`config.mk`:
```
export PLATFORM = sky130hd
export DESIGN_NAME = execute_multicycle
export DESIGN_NICKNAME = d
export VERILOG_FILES = /design/src/rtl/execute_multicycle.sv
export SDC_FILE = /design/constraint.sdc
export NUM_CORES = 2
export LEC_CHECK = 0
export BUFFER_PORTS_ARGS = -buffer_cell sky130_fd_sc_hd__buf_2
export CORE_MARGIN = 10
export CORE_UTILIZATION = 45
export DETAILED_ROUTE_END_ITERATION = 12
export GPL_TIMING_DRIVEN = 0
export PLACE_DENSITY = 0.69
export SLEW_MARGIN = 20
export SYNTH_ARGS = -nofsm -noshare
export SYNTH_HDL_FRONTEND = slang
export SYNTH_SLANG_ARGS = --single-unit
```
`constraint.sdc`:
```
create_clock -name clk -period 6 [get_ports clk]
set_clock_uncertainty 0.1 [all_clocks]
set_input_delay 0.9 -clock clk [delete_from_list [all_inputs] [get_ports clk]]
set_output_delay 0.9 -clock clk [all_outputs]
set_load 0.01 [all_outputs]
```
`src/rtl/execute_multicycle.sv`:
```
// Execute stage: single-cycle ADD/SUB/logic/MUL with a ready/valid output register.
// Define EXEC_ITER_DIV_EN to build the iterative restoring DIV/MOD unit; otherwise DIV/MOD return 0 with V set.
module execute_multicycle #(
    parameter int W    = 32,
    parameter int W_RD = 5
) (
    input  logic            clk,
    input  logic            reset,
    input  logic            v_i,
    input  logic            stall_i,
    input  logic            flush_i,
    input  logic [W-1:0]    opr0_i,
    input  logic [W-1:0]    opr1_i,
    input  logic [2:0]      op_i,
    input  logic            signed_i,
    input  logic [W_RD-1:0] wb_r_i,
    input  logic            wb_en_i,
    output logic            v_o,
    output logic            stall_o,
    output logic [W-1:0]    result_o,
    output logic [3:0]      flags_o,
    output logic [W_RD-1:0] wb_r_o,
    output logic            wb_o
);

    localparam logic [2:0] OP_ADD = 3'd0;
    localparam logic [2:0] OP_SUB = 3'd1;
    localparam logic [2:0] OP_AND = 3'd2;
    localparam logic [2:0] OP_OR  = 3'd3;
    localparam logic [2:0] OP_XOR = 3'd4;
    localparam logic [2:0] OP_MUL = 3'd5;
    localparam logic [2:0] OP_DIV = 3'd6;
    localparam logic [2:0] OP_MOD = 3'd7;

    logic           load_en;
    logic           accept;
    logic           is_divmod;
    logic           wb_en_reg;
    logic [W-1:0]   alu_res;
    logic           alu_c;
    logic           alu_v;
    logic [3:0]     alu_flags;
    logic [2*W-1:0] ext_a;
    logic [2*W-1:0] ext_b;
    logic [2*W-1:0] prod;

    assign load_en   = ~stall_i | ~v_o;
    assign accept    = v_i & ~stall_o & ~flush_i;
    assign is_divmod = (op_i == OP_DIV) | (op_i == OP_MOD);
    assign wb_o      = v_o & wb_en_reg;

    // Extending both operands to 2W makes the low 2W product bits correct for signed and unsigned alike
    assign ext_a = {{W{signed_i & opr0_i[W-1]}}, opr0_i};
    assign ext_b = {{W{signed_i & opr1_i[W-1]}}, opr1_i};
    assign prod  = ext_a * ext_b;

    always_comb begin
        alu_res = '0;
        alu_c   = 1'b0;
        alu_v   = 1'b0;
        case (op_i)
            OP_ADD: begin
                {alu_c, alu_res} = {1'b0, opr0_i} + {1'b0, opr1_i};
                alu_v = (opr0_i[W-1] == opr1_i[W-1]) & (alu_res[W-1] != opr0_i[W-1]);
            end
            OP_SUB: begin
                {alu_c, alu_res} = {1'b0, opr0_i} - {1'b0, opr1_i};
                alu_v = (opr0_i[W-1] != opr1_i[W-1]) & (alu_res[W-1] != opr0_i[W-1]);
            end
            OP_AND: alu_res = opr0_i & opr1_i;
            OP_OR:  alu_res = opr0_i | opr1_i;
            OP_XOR: alu_res = opr0_i ^ opr1_i;
            OP_MUL: begin
                alu_res = prod[W-1:0];
                alu_v   = signed_i ? (prod[2*W-1:W] != {W{prod[W-1]}})
                                   : (prod[2*W-1:W] != '0);
            end
            default: begin
`ifdef EXEC_ITER_DIV_EN
                // Only taken for a zero divisor; nonzero divisors go through the FSM
                alu_res = (op_i == OP_DIV) ? '1 : opr0_i;
`else
                alu_res = '0;
`endif
                alu_v = 1'b1;
            end
        endcase
        alu_flags = {alu_v, alu_res[W-1], alu_res == '0, alu_c};
    end

`ifdef EXEC_ITER_DIV_EN
    localparam int CW = $clog2(W + 1);

    typedef enum logic [1:0] {IDLE, BUSY, FIX} state_t;

    state_t          state;
    logic [CW-1:0]   cnt;
    logic [W-1:0]    quo;
    logic [W-1:0]    rem;
    logic [W-1:0]    dvs;
    logic            neg_q;
    logic            neg_r;
    logic            ovf_pend;
    logic            mod_pend;
    logic [W_RD-1:0] wb_r_pend;
    logic            wb_en_pend;
    logic            div_zero;
    logic            div_ovf;
    logic [W-1:0]    mag_a;
    logic [W-1:0]    mag_b;
    logic [W:0]      rem_shift;
    logic            fits;
    logic [W-1:0]    rem_next;
    logic [W-1:0]    q_fix;
    logic [W-1:0]    r_fix;
    logic [W-1:0]    div_res;
    logic [3:0]      div_flags;

    assign div_zero = (opr1_i == '0);
    assign div_ovf  = signed_i & (opr0_i == {1'b1, {(W-1){1'b0}}}) & (opr1_i == '1);
    assign mag_a    = (signed_i & opr0_i[W-1]) ? -opr0_i : opr0_i;
    assign mag_b    = (signed_i & opr1_i[W-1]) ? -opr1_i : opr1_i;

    // Dividend shifts out of quo into rem while quotient bits shift into quo
    assign rem_shift = {rem, quo[W-1]};
    assign fits      = rem_shift >= {1'b0, dvs};
    assign rem_next  = fits ? W'(rem_shift - {1'b0, dvs}) : rem_shift[W-1:0];

    assign q_fix     = neg_q ? -quo : quo;
    assign r_fix     = neg_r ? -rem : rem;
    assign div_res   = mod_pend ? r_fix : q_fix;
    assign div_flags = {ovf_pend, div_res[W-1], div_res == '0, 1'b0};

    assign stall_o = ~load_en | (state != IDLE);
`else
    assign stall_o = ~load_en;
`endif

    always_ff @(posedge clk or negedge reset) begin
        if (!reset) begin
            v_o       <= 1'b0;
            result_o  <= '0;
            flags_o   <= '0;
            wb_r_o    <= '0;
            wb_en_reg <= 1'b0;
`ifdef EXEC_ITER_DIV_EN
            state      <= IDLE;
            cnt        <= '0;
            quo        <= '0;
            rem        <= '0;
            dvs        <= '0;
            neg_q      <= 1'b0;
            neg_r      <= 1'b0;
            ovf_pend   <= 1'b0;
            mod_pend   <= 1'b0;
            wb_r_pend  <= '0;
            wb_en_pend <= 1'b0;
`endif
        end else if (flush_i) begin
            v_o <= 1'b0;
`ifdef EXEC_ITER_DIV_EN
            state <= IDLE;
            cnt   <= '0;
`endif
        end else begin
`ifdef EXEC_ITER_DIV_EN
            case (state)
                IDLE: begin
                    if (accept && is_divmod && !div_zero) begin
                        // Output register keeps its previous contents until the quotient is ready
                        quo        <= mag_a;
                        rem        <= '0;
                        dvs        <= mag_b;
                        neg_q      <= signed_i & (opr0_i[W-1] ^ opr1_i[W-1]);
                        neg_r      <= signed_i & opr0_i[W-1];
                        ovf_pend   <= div_ovf;
                        mod_pend   <= (op_i == OP_MOD);
                        wb_r_pend  <= wb_r_i;
                        wb_en_pend <= wb_en_i;
                        cnt        <= CW'(W);
                        state      <= BUSY;
                    end else if (accept) begin
                        v_o       <= 1'b1;
                        result_o  <= alu_res;
                        flags_o   <= alu_flags;
                        wb_r_o    <= wb_r_i;
                        wb_en_reg <= wb_en_i;
                    end else if (load_en) begin
                        v_o <= 1'b0;
                    end
                end
                BUSY: begin
                    quo <= {quo[W-2:0], fits};
                    rem <= rem_next;
                    cnt <= cnt - CW'(1);
                    if (cnt == CW'(1)) begin
                        state <= FIX;
                    end
                    if (load_en) begin
                        v_o <= 1'b0;
                    end
                end
                FIX: begin
                    if (load_en) begin
                        v_o       <= 1'b1;
                        result_o  <= div_res;
                        flags_o   <= div_flags;
                        wb_r_o    <= wb_r_pend;
                        wb_en_reg <= wb_en_pend;
                        state     <= IDLE;
                    end
                end
                default: state <= IDLE;
            endcase
`else
            if (accept) begin
                v_o       <= 1'b1;
                result_o  <= alu_res;
                flags_o   <= alu_flags;
                wb_r_o    <= wb_r_i;
                wb_en_reg <= wb_en_i;
            end else if (load_en) begin
                v_o <= 1'b0;
            end
`endif
        end
    end

endmodule

```
==> reports/qor.csv <==
metric;value;unit
cpLargestDelayFamily;adder cells;
core;0.09642;mm²
grt_first_pass_wirelength;277.6;mm
timing.final.crit_share;166.9;%
max_clock_freq;99.85;MHz
synth.yosys.seq_area_share;2.412;%
globalRouteOverflowTotal;0;
detailedRoute.firstIterationViolations;3831;
timing.critical_path.from_type;input port;
timing_worst_slew_pin_value;1068;ps
clkTransAtPathRegs;60;ps
htreeDepth;2;
worst_slew_margin_rel;28.53;%
chipHeight;331.2;µm
synth.cell_area;0.04358;mm²
synth_top_cells_by_count;1,127 x fa_1, 1,084 x inv_1, 677 x nor2_1, 620 x nand2_1, 308 x ha_1;
fill_cells;8882;
ys.warnings.count;0;
maximum_number_of_pins_on_one_net_before_global_route_repair;43;
synth_fp_nets;6554;
worst_skew_pair.late_latency;280;ps
failed_checks;setup timing;
vias_in_the_first_global_route;40233;
largest_register;result_o;
area_growth;18.71;%
die_w;331.2;µm
largestRegisters;result_o (31), wb_r_o (5), flags_o (4);
fin_worst_hold_slack;368.6;ps
total_routing_usage_gr;34.49;%
design.portCount;123;
synthMostInstantiatedCell;fa_1;
timing.critical_path.buf_inv;10;
clock_sinks;42;
die-area;0.1097;mm²
r2r_setup_slack;1970;ps
synth-seq-cells;42;
cts-root-buf;clkbuf_16;
min-delay-path-class;reg -> reg;
gpl.final_weighted_congestion;1.065;
synth.area.top_cells;fa_1 52%, inv_1 9.3%, ha_1 8.8%;
fp-row-count;114;
finalSetupViolCount;25;
criticalPathCategory;in -> reg;
syn-instance-count;5040;
initial_core_utilization;45.20;%
dp.final_hpwl;155.7;mm
fin_crit;10010;ps
most_common_cell_on_crit_path;fa_1;
first_pass_iters;8;
worst_slack;-4015;ps
antenna_found_initial;7;
crit_path_top_delay_cell;nor4_4;
synth_ff_type;dfrtp_1;
cts_tree;built;
synth_top_area_share;51.77;%
viasPerCell;5.846;
rsz0062_at_grt;true;
status;finished, violations left;
async_reset_ff_share;100.0;%
synth_cell_types;86;
routed_wl;192.8;mm
cpPeakStageDelay;550;ps
cts-hold-fix-buffers;0;
critical_path.endpoint_type;register;
syn-mean-instance-area;8.647;µm²
crit_required;6020;ps
cts_buffers;5;
post_synth_edffs;0;
drc;0;
quantity_of_i_o_buffers_inserted_on_ports;122;
vias;38542;
crit_path_max_fanout;10;
routed_wire_length_per_instance;29.24;µm
layout-drive-gt1-share;16.13;%
antenna_violating_nets_post_route;0;
ctsLongestPathBuffers;2;
maxSlewViolCount;0;
max_cap_viol_count;0;
fin_nets;6820;
synth.largest_area_cell;fa_1;
cp_data_arrival_time;10030;ps
largest_register_ff_count;31;
timing.final.hold_violations;0;
[timing repair]
item,4_1_cts,5_1_grt
gates cloned,0,3
setup buffers,64,77
setup endpoints to repair,30,27
pin swaps,56,82
endpoints found under the hold margin,0,0
resized for setup,445,255
[worst register-to-register path: stages (launching register included)]
cell       delay, ps
dfrtp_1          380
and2_1           180
nor3b_1          630
o2111ai_1        460
nor2_1           190
nand2_1           70
nor4_1           220
nand3b_1         110
nor3_1           270
nand4_1          160
or4_1            590
nor4_1           270
and3_1           190
a32o_1           160
[routing by layer]
| metal | global-route usage, % | wire [µm] |
|---|---|---|
| met5 | 0 | 256 |
| met3 | 9.796 | 21280 |
| met1 | 41.19 | 68070 |
| met2 | 53.38 | 85500 |
| met4 | 24.17 | 17710 |
[final timing paths]
| kind | start | endpoint | depth (start not counted) |
|---|---|---|---|
| worst min register to register | wb_r_o[2]$_DFFE_PN0P_ | wb_r_o[2]$_DFFE_PN0P_ | 2 |
| worst max register to register | v_o$_DFFE_PN0P_ | flags_o[1]$_DFFE_PN0P_ | 13 |
| worst min-delay path | wb_r_o[2]$_DFFE_PN0P_ | wb_r_o[2]$_DFFE_PN0P_ | 2 |
| max in group asynchronous | reset | result_o[21]$_DFFE_PN0P_ | 1 |
| min in group asynchronous | reset | wb_r_o[0]$_DFFE_PN0P_ | 1 |
| worst max-delay path | opr1_i[14] | flags_o[3]$_DFFE_PN0P_ | 33 |
[placed cells by master (no fill, tap or decap), drive strengths merged, types with 23 or more instances in the layout]
| master | instances |
|---|---|
| fa | 1127 |
| a21oi | 163 |
| clkbuf | 181 |
| ha | 308 |
| nand4 | 24 |
| and3 | 24 |
| nand3 | 23 |
| buf | 348 |
| nand2 | 621 |
| o21ai | 115 |
| xor2 | 28 |
| nor2 | 677 |
| nor3 | 36 |
| a21o | 29 |
| a211oi | 33 |
| dfrtp | 42 |
| inv | 1084 |
| xnor2 | 74 |
[metrics by stage]
step                setup slack, ps  utilization (%)  setup TNS [ps]  instance area, µm²  instances
detailed placement            -6519            49.44          -91320               47670       6440
CTS                           -3983            51.97          -39150               50110       6505
global route                  -4265            53.63          -43400               51710       6582
finish                        -4015            53.66          -40280               51740       6593
global placement              -6941            49.40          -88560               47630       6438
floorplan                     -3019                -          -21520               45420       5040
[final cells by class]
class	count	area, µm²	area share (%)
Sequential cell	42	1051	2.031
Tap cell	1276	1597	3.086
Inverter	1114	4528	8.752
Clock buffer	7	132.6	0.2564
Buffer	254	3102	5.995
Multi-Input combinational cell	3621	39100	75.58
Timing Repair Buffer	268	2198	4.249
Antenna cell	11	27.53	0.05321
[kinds of logic after synthesis]
kind of cell,after synthesis,share of synthesized area [%]
AOI/OAI and AO/OA,542,8.114
xor gates and xnor gates,102,2.050
adders and majority gates,1435,60.61
buffers and inverters,1377,11.91
DFF,42,2.412
muxes,24,0.5656
and+or+nand+nor,1518,14.33
Power is not shown: default switching activity piles up to over one toggle a cycle in this logic, so the estimate is an artifact.
